===== config.mk =====
export PLATFORM = sky130hd
export DESIGN_NAME = mycpu_io
export DESIGN_NICKNAME = d
export VERILOG_FILES = /design/src/rtl/mycpu_io.sv
export SDC_FILE = /design/constraint.sdc
export NUM_CORES = 1
export LEC_CHECK = 0
export BUFFER_PORTS_ARGS = -buffer_cell sky130_fd_sc_hd__buf_2
export CAP_MARGIN = 20
export CORE_MARGIN = 5
export CORE_UTILIZATION = 40
export CTS_BUF_LIST = sky130_fd_sc_hd__clkbuf_2 sky130_fd_sc_hd__clkbuf_4 sky130_fd_sc_hd__clkbuf_8
export DETAILED_ROUTE_END_ITERATION = 10
export GPL_ROUTABILITY_DRIVEN = 0
export GPL_TIMING_DRIVEN = 0
export PLACE_DENSITY = 0.66
export SYNTH_ARGS = -nofsm -noshare
export SYNTH_HDL_FRONTEND = slang
export SYNTH_SLANG_ARGS = --single-unit

===== constraint.sdc =====
create_clock -name clk -period 3 [get_ports clk]
set_input_delay 0.15 -clock clk [delete_from_list [all_inputs] [get_ports clk]]
set_output_delay 0.15 -clock clk [all_outputs]
set_load 0.01 [all_outputs]

===== src/rtl/mycpu_io.sv =====
// mycpu_io: IO-space responder for the mycpu core bus.
// GPIO out/in, a down-counting timer with irq, and a byte TX FIFO.
module mycpu_io #(
    parameter int DEPTH = 4
) (
    input  logic        clk,
    input  logic        rst_n,
    input  logic [15:0] a_in,
    input  logic [15:0] d_in,
    input  logic        wen_in,
    input  logic        iom_in,
    output logic [15:0] io_out,
    input  logic [15:0] gpio_in,
    output logic [15:0] gpio_out,
    output logic        timer_irq_out,
    output logic [7:0]  tx_data_out,
    output logic        tx_valid_out,
    input  logic        tx_ready_in
);

    localparam int PW   = $clog2(DEPTH);
    localparam int CW   = PW + 1;
    localparam int SPAD = 13 - CW;
    localparam logic [CW-1:0] FULL_C = CW'(DEPTH);

    // Register state
    logic [15:0]   gpio_q;
    logic [15:0]   sync1_q, sync2_q;
    logic [15:0]   cnt_q, cnt_d;
    logic [15:0]   load_q, load_d;
    logic          en_q, en_d;
    logic          auto_q, auto_d;
    logic          exp_q, exp_d;
    logic [7:0]    mem_q [DEPTH];
    logic [PW-1:0] rd_ptr_q, wr_ptr_q;
    logic [CW-1:0] fcnt_q, fcnt_d;
    logic          ovf_q, ovf_d;

    logic [2:0]    idx;
    logic [7:0]    wsel;
    logic          empty, full, push, pop;
    logic [15:0]   status;
    logic          unused_a;

    assign idx      = a_in[2:0];
    assign unused_a = ^a_in[15:3];
    assign wsel     = {8{wen_in & iom_in}} & (8'b1 << idx);

    assign empty  = (fcnt_q == '0);
    assign full   = (fcnt_q == FULL_C);
    assign push   = wsel[5] & ~full;
    assign pop    = ~empty & tx_ready_in;
    assign status = {{SPAD{1'b0}}, fcnt_q, ovf_q, full, empty};

    assign gpio_out      = gpio_q;
    assign timer_irq_out = exp_q;
    assign tx_data_out   = mem_q[rd_ptr_q];
    assign tx_valid_out  = ~empty;

    // Combinational read mux; no side effects
    always_comb begin
        io_out = '0;
        case (idx)
            3'd0:    io_out = gpio_q;
            3'd1:    io_out = sync2_q;
            3'd2:    io_out = cnt_q;
            3'd3:    io_out = load_q;
            3'd4:    io_out = {exp_q, 13'b0, auto_q, en_q};
            3'd5:    io_out = status;
            default: io_out = '0;
        endcase
    end

    // Timer next state: load write beats tick, expiry set beats clear
    always_comb begin
        cnt_d  = cnt_q;
        load_d = load_q;
        en_d   = en_q;
        auto_d = auto_q;
        exp_d  = exp_q;
        if (en_q) begin
            if (cnt_q != 16'd0) begin
                cnt_d = cnt_q - 16'd1;
            end else if (auto_q) begin
                cnt_d = load_q;
            end else begin
                en_d = 1'b0;
            end
        end
        if (wsel[4]) begin
            en_d   = d_in[0];
            auto_d = d_in[1];
            if (d_in[15]) exp_d = 1'b0;
        end
        if (en_q && cnt_q == 16'd0) exp_d = 1'b1;
        if (wsel[3]) begin
            load_d = d_in;
            cnt_d  = d_in;
        end
    end

    // FIFO occupancy and sticky overflow
    always_comb begin
        fcnt_d = fcnt_q;
        ovf_d  = ovf_q;
        case ({push, pop})
            2'b10:   fcnt_d = fcnt_q + CW'(1);
            2'b01:   fcnt_d = fcnt_q - CW'(1);
            default: fcnt_d = fcnt_q;
        endcase
        if (wsel[5] && full) ovf_d = 1'b1;
        if (wsel[6] && d_in[0]) ovf_d = 1'b0;
    end

    // GPIO, synchronizer and timer registers
    always_ff @(posedge clk or negedge rst_n) begin
        if (!rst_n) begin
            gpio_q  <= '0;
            sync1_q <= '0;
            sync2_q <= '0;
            cnt_q   <= '0;
            load_q  <= '0;
            en_q    <= 1'b0;
            auto_q  <= 1'b0;
            exp_q   <= 1'b0;
        end else begin
            if (wsel[0]) gpio_q <= d_in;
            sync1_q <= gpio_in;
            sync2_q <= sync1_q;
            cnt_q   <= cnt_d;
            load_q  <= load_d;
            en_q    <= en_d;
            auto_q  <= auto_d;
            exp_q   <= exp_d;
        end
    end

    // FIFO storage, pointers and flags
    always_ff @(posedge clk or negedge rst_n) begin
        if (!rst_n) begin
            for (int i = 0; i < DEPTH; i++) mem_q[i] <= '0;
            rd_ptr_q <= '0;
            wr_ptr_q <= '0;
            fcnt_q   <= '0;
            ovf_q    <= 1'b0;
        end else begin
            if (push) begin
                mem_q[wr_ptr_q] <= d_in[7:0];
                wr_ptr_q        <= wr_ptr_q + PW'(1);
            end
            if (pop) rd_ptr_q <= rd_ptr_q + PW'(1);
            fcnt_q <= fcnt_d;
            ovf_q  <= ovf_d;
        end
    end

endmodule


==> results of run 1 <==
-- layout make-up --
class,instances,area [um^2]
inverters,15,56.3
clock inverters,7,87.6
plain buffers,23,125
fillers,1270,7200
repair buffers,111,734
well taps,184,230
flip-flops and latches,123,3080
multi-input cells,317,2590
clock buffers,25,319
-- metal layers --
metal  track usage [%]  up-vias  routed length [um]
met3              4.76       15                 928
li1                  -     1976                   -
met1              25.2     2165                6460
met5                 0        -                   0
met2              28.3      124                7040
met4              6.35        0                 191
-- synth_stat cells (all sizes together) (2+ instances only) --
library cell | count | share of area (%)
o21ai | 15 | 1.3
xor2 | 6 | 0.90
nand2b | 3 | 0.32
dfrtp | 123 | 53
mux2 | 50 | 9.6
a41oi | 2 | 0.30
a211oi | 9 | 1.2
nand2 | 71 | 4.7
and2 | 3 | 0.32
o22ai | 6 | 0.64
buf | 16 | 1.7
a21oi | 8 | 0.68
mux2i | 12 | 2.1
a211o | 2 | 0.30
nand3 | 16 | 1.4
nor3 | 3 | 0.53
nor2 | 20 | 1.4
nor4 | 5 | 1.3
inv | 15 | 0.96
nand4 | 7 | 1.0
o211ai | 7 | 0.90
mux4 | 20 | 7.8
clkbuf | 7 | 0.45
nor3b | 2 | 0.43
o31ai | 3 | 0.38
nor2b | 13 | 1.4
a21o | 2 | 0.26
xnor2 | 6 | 0.90
ha | 7 | 1.5
and3 | 6 | 0.64
-- path summary, 6_finish.rpt --
path                       slack, ns  startpoint  cells after the start           to
setup / recovery                0.86   fcnt_q[1]                      6    io_out[0]
hold / removal                  0.02     d_in[6]                      2    mem_q[14]
setup reg to reg                0.88    cnt_q[1]                      7     cnt_q[8]
hold reg to reg                 0.35  sync1_q[9]                      0   sync2_q[9]
max in group asynchronous       2.08       rst_n                      3  rd_ptr_q[0]
min in group asynchronous       0.19       rst_n                      2   sync1_q[8]
-- stage by stage --
step	total power, mW	setup WS (ns)	utilization, %
after detailed placement	4.24	0.867	45.2
after global placement	4.14	0.291	44.9
after floorplan	3.64	1.10	-
final	5.72	0.862	50.1
after CTS	5.76	0.849	50.1
after global routing	6.07	0.712	50.1
-- cells in the final DEF, fill, tap and decap left out, types with 10 or more instances in the layout --
master and count:
inv_1 15, mux2_1 32, nand3_1 16, o21ai_0 10, dfrtp_1 123, buf_2 89
mux2_2 18, clkbuf_8 21, mux2i_1 12, mux4_2 19, dlygate4sd3_1 30, nor2_1 19
nand2_1 67, nor2b_1 13
-- worst max-delay path: stages (launching register included) --
cell	delay [ns]
dfrtp_1	0.41
or3_1	0.44
nand2_1	0.09
o21ai_0	0.07
a211oi_1	0.25
a21o_1	0.14
buf_2	0.14
-- flip-flops by register name (all words and copies together) (netlist names) --
name,cells
auto_q,1
cnt_q,16
en_q,1
fcnt_q,3
gpio_out,16
load_q,16
mem_q,32
ovf_q,1
rd_ptr_q,2
sync1_q,16
sync2_q,16
timer_irq_out,1
wr_ptr_q,2
-- power by group through the flow --
| stage | Combinational, mW | Clock (mW) | Sequential, mW |
|---|---|---|---|
| after global routing | 1.91 | 1.59 | 2.56 |
| after floorplan | 1.20 | 0 | 2.44 |
| final | 1.73 | 1.48 | 2.51 |
| after CTS | 1.75 | 1.51 | 2.50 |
| after global placement | 1.65 | 0 | 2.49 |
| after detailed placement | 1.71 | 0 | 2.53 |
-- timing repair --
item,4_1_cts,5_1_grt
hold buffers,30,0
gates resized for setup,0,0
endpoints found under the hold margin,94,0
-- cell families (layout without fill, tap and decap cells) --
kind of cell,count (synthesis),in the layout
and+or+nand+nor,155,155
AOI/OAI and AO/OA,60,60
muxes,82,82
buffers and inverters,38,181
adders and majority gates,8,8
xor gates and xnor gates,12,12
DFF,123,123
==> flow_summary.yaml, run 1 <==
outcome:
  status: "finished, final reports clean"
power_and_ir_drop:
  powerDensity_nw_per_um2: 791
  switchingPower_mw: 1.90
  p_clk_share_pct: 25.8
  power_frac_comb_pct: 30.3
  peakVddDrop_v: 0.000318
  netSwitchingFraction_pct: 33.2
  p_leak_nw: 3.45
  p_seq_share_pct: 43.8
  internal_power_mw: 3.82
finish:
  layout.nets: 669
  area.growth.synth_to_final_pct: 23.4
  final_cell_area_um2: 7220
  antennaDiodeCount: 0
  final_cells: 805
  drive_gt1_share_pct: 29.1
route:
  drt-total-wl_um: 14600
  drtAntennaViolNets: 0
  first_iter_violations: 342
  vias: 4280
  drc: 0
  detail_route.wl_per_cell_um: 18.2
  vias_per_cell: 5.32
  firstDrtPassIters: 5
placement:
  dpl.hpwl_um: 10400
  place_area_um2: 6520
  io_buffers: 80
  dp.cells: 743
logic_synthesis:
  synth_ff_type: "dfrtp_1"
  ys_ff_latch: 123
  synth_warnings: 0
  synth_top_family_by_area: "multiplexers"
  synth_simple_gate_area_share_pct: 14.4
  synth-async-reset-ratio_pct: 100
  syn_area_um2: 5850
  synthMuxAreaShare_pct: 19.4
  synth-compound-area-share_pct: 6.84
  postSynthCellCount: 478
  synth_xor_area_share_pct: 1.80
  post_synth_num_cell_types: 56
  syn_nets: 539
  synth_edf_count: 0
  ys_seq_area_share_pct: 52.6
  syn_avg_cell_area_um2: 12.2
  synthAdderAreaFrac_pct: 1.84
worst_setup_path:
  crit_type: "reg -> out"
  critPathCaptureType: "primary output"
  worst_ep_required_time_ns: 2.85
  cp_max_fo: 3
  start_kind: "flop"
  crit_arrival_ns: 1.99
clocking:
  cts_buffers: 17
  post-cts-setup-buffer-count: 0
  clock_latency_ns: 0.45
  clock-sinks: 123
  cts_max_path_buffers: 2
  path_clk_slew_ns: 0.07
  cts_tree: "yes"
  cts_htree_levels: 4
  cts_root_buf: "clkbuf_8"
timing:
  finalHoldViolations: 0
  finClkSkew_ns: 0.0119
  rsz0062_at_grt: "false"
  post-route-period-util_pct: 71.3
  setup_viol: 0
  hold_slack_ns: 0.0249
  max_clock_freq_ghz: 0.468
  period_needed_ns: 2.14
  worst_slew_pin_slew_ns: 0.729
  final_max_slew_viol_count: 0
  setup_tns_ns: 0
  relSlewSlack_pct: 51.4
job:
  cap_violations: 0
die:
  core-area_um2: 14400
  initial_core_util_pct: 40.6
  die_w_um: 131
  pin_count: 95
  rows: 44
  die_y_um: 131
  dieArea_um2: 17100
global_routing:
  grt_max_degree: 84
  grt_pass1_vias: 4368
  grt-ovfl-total: 0
  grt_use_total_pct: 18.3
  grt_pass1_wl_um: 23700
  grt_antenna_before_repair: 0
worst_hold_path:
  hold_path.class: "in -> reg"
Power figures use the tool's default switching activity.
==> run 2: changes to the inputs <==
==> constraint.sdc (replaced) <==
create_clock -name clk -period 2.1 [get_ports clk]
set_input_delay 0.105 -clock clk [delete_from_list [all_inputs] [get_ports clk]]
set_output_delay 0.105 -clock clk [all_outputs]
set_load 0.01 [all_outputs]
==> run 2 against run 1 <==
Compared with the run above: sequential power increased by 43%; clock skew increased by 0.00082 ns; utilization increased by 0.93 points; highest routed layer unchanged; first-iteration DRC count decreased by 7.6%; via count increased by 0.79%; worst hold slack improved by 0.095 ns; register-to-register slack got worse by 0.80 ns; global-route usage about the same; die area unchanged; clock power increased by 43%; routed wire length increased by 1.1%; combinational power increased by 50%.
==> flow_summary.yaml, run 2 (same netlist as run 1, synthesis figures left out) <==
worst_setup_path:
  worst_ep_required_time_ns: 2.00
  start_kind: "flop"
  critPathCaptureType: "primary output"
  cpLargestDelayFamily: "simple AND/OR/NAND/NOR gates"
  worst_path_largest_cell_delay_ns: 0.43
  crit_buf_inv: 1
  crit_chain: "or3_4 -> nand2_1 -> o21ai_0 -> a211oi_1 -> a21o_1 -> buf_2"
  crit_type: "reg -> out"
  crit_arrival_ns: 1.95
  slowest_stage: "dfrtp_1"
  cp_max_fo: 4
die:
  die_w_um: 131
  dieArea_um2: 17100
  rows: 44
  pin_count: 95
  die_y_um: 131
  core-area_um2: 14400
  initial_core_util_pct: 40.6
global_routing:
  grt_max_degree: 84
  grt_pass1_vias: 4380
  grt_use_total_pct: 18.4
  grt_antenna_before_repair: 0
  grt_pass1_wl_um: 23800
  grt-ovfl-total: 0
route:
  drc: 0
  drt-total-wl_um: 14800
  top_layer_used: "met4"
  detail_route.wl_per_cell_um: 18.1
  firstDrtPassIters: 5
  first_iter_violations: 316
  route.met3.wl_um: 1010
  met1_length_um: 6460
  wl_met2_um: 7090
  vias_per_cell: 5.29
  vias: 4314
  drtAntennaViolNets: 0
timing:
  relSlewSlack_pct: 53.6
  worst_slew_pin_slew_ns: 0.697
  period_needed_ns: 2.05
  final_max_slew_viol_count: 0
  post-route-period-util_pct: 97.7
  finClkSkew_ns: 0.0127
  finalHoldViolations: 0
  worst_slack_ns: 0.0473
  setup_viol: 0
  max_clock_freq_ghz: 0.487
outcome:
  status: "finished, final reports clean"
power_and_ir_drop:
  power_frac_comb_pct: 31.2
  internal_power_mw: 5.55
  p_clk_share_pct: 25.4
  p_leak_nw: 3.49
  peakVddDrop_v: 0.000465
  total_power_mw: 8.31
  powerDensity_nw_per_um2: 1130
  switchingPower_mw: 2.76
  p_seq_share_pct: 43.3
  netSwitchingFraction_pct: 33.3
finish:
  layout.nets: 679
  largest_register: "mem_q"
  final_cells: 815
  area.growth.synth_to_final_pct: 25.7
  drive_gt1_share_pct: 30.9
  final_cell_mix: "121 x dfrtp_1, 88 x buf_2, 66 x nand2_1"
  fillCellCount: 1244
  antennaDiodeCount: 0
  final_cell_area_um2: 7360
  largest_reg_flops: 32
  final_common_cell: "dfrtp_1"
clocking:
  cts_root_buf: "clkbuf_8"
  cts_htree_levels: 4
  cts_max_path_buffers: 2
  clock_latency_ns: 0.45
  cts_buffers: 17
  cts_tree: "yes"
  path_clk_slew_ns: 0.07
  clock-sinks: 123
placement:
  place_area_um2: 6520
  dpl.hpwl_um: 10400
  dp_slack_ns: -0.0326
  dp.cells: 743
  io_buffers: 80
job:
  cap_violations: 0
worst_hold_path:
  hold_path.class: "in -> reg"
run 2: cell types whose count changed in the layout (fill, tap and decap cells not counted), moves of 2 or more:
cell           previous run  this run
dlygate4sd3_1            30        34
buf_4                     3        10
dfrtp_1                 123       121
inv_1                    15        13
inv_2                     0         2
dfrtp_2                   0         2
run 2: power groups by stage:
stage / combinational, mW / clock, mW / sequential [mW]
finish: 2.60 / 2.11 / 3.60
global route: 2.86 / 2.28 / 3.68
CTS: 2.51 / 2.16 / 3.58
detailed placement: 2.44 / 0 / 3.61
global placement: 2.35 / 0 / 3.56
floorplan: 1.72 / 0 / 3.48
run 2: worst paths after layout:
kind	start	to	slack, ns	depth (start not counted)
max	fcnt_q[2]	io_out[0]	0.05	6
min	wen_in	ovf_q	0.12	3
max reg2reg	cnt_q[1]	cnt_q[13]	0.08	7
min reg2reg	sync1_q[1]	sync2_q[1]	0.35	0
max in group asynchronous	rst_n	mem_q[17]	1.22	3
min in group asynchronous	rst_n	sync1_q[8]	0.14	2
run 2: per-layer routing:
| metal | vias up | track usage [%] |
|---|---|---|
| met5 | - | 0 |
| met4 | 0 | 6.47 |
| met3 | 21 | 4.80 |
| met2 | 138 | 28.4 |
| met1 | 2157 | 25.2 |
| li1 | 1998 | - |
run 2: worst min-delay path: stages:
cell,delay [ns]
buf_2,0.08
and3_1,0.21
a41oi_1,0.13
run 2: per-stage QoR:
stage	utilization, %	hold WS [ns]	setup TNS (ns)
after CTS	50.4	0.102	0
final	51.0	0.119	0
after global routing	51.0	0.138	-0.143
after detailed placement	45.2	0.0404	-0.0365
after floorplan	-	-0.191	0
after global placement	44.9	0.213	-68.04
run 2: what timing repair did:
action	in CTS	in global routing
setup endpoints to repair	7	19
gates resized for setup	3	12
endpoints found under the hold margin	166	0
pin swaps	0	4
setup buffers	0	6
hold buffers	34	0
run 2: layout make-up:
| cell class | count | area (um^2) | area share [%] |
|---|---|---|---|
| clock inverter | 7 | 87.6 | 1.19 |
| tap | 184 | 230 | 3.13 |
| multi-input combinational | 317 | 2640 | 35.8 |
| buffer | 23 | 128 | 1.73 |
| clock buffer | 25 | 319 | 4.34 |
| timing repair buffer | 121 | 820 | 11.1 |
| sequential | 123 | 3080 | 41.9 |
| inverter | 15 | 56.3 | 0.765 |
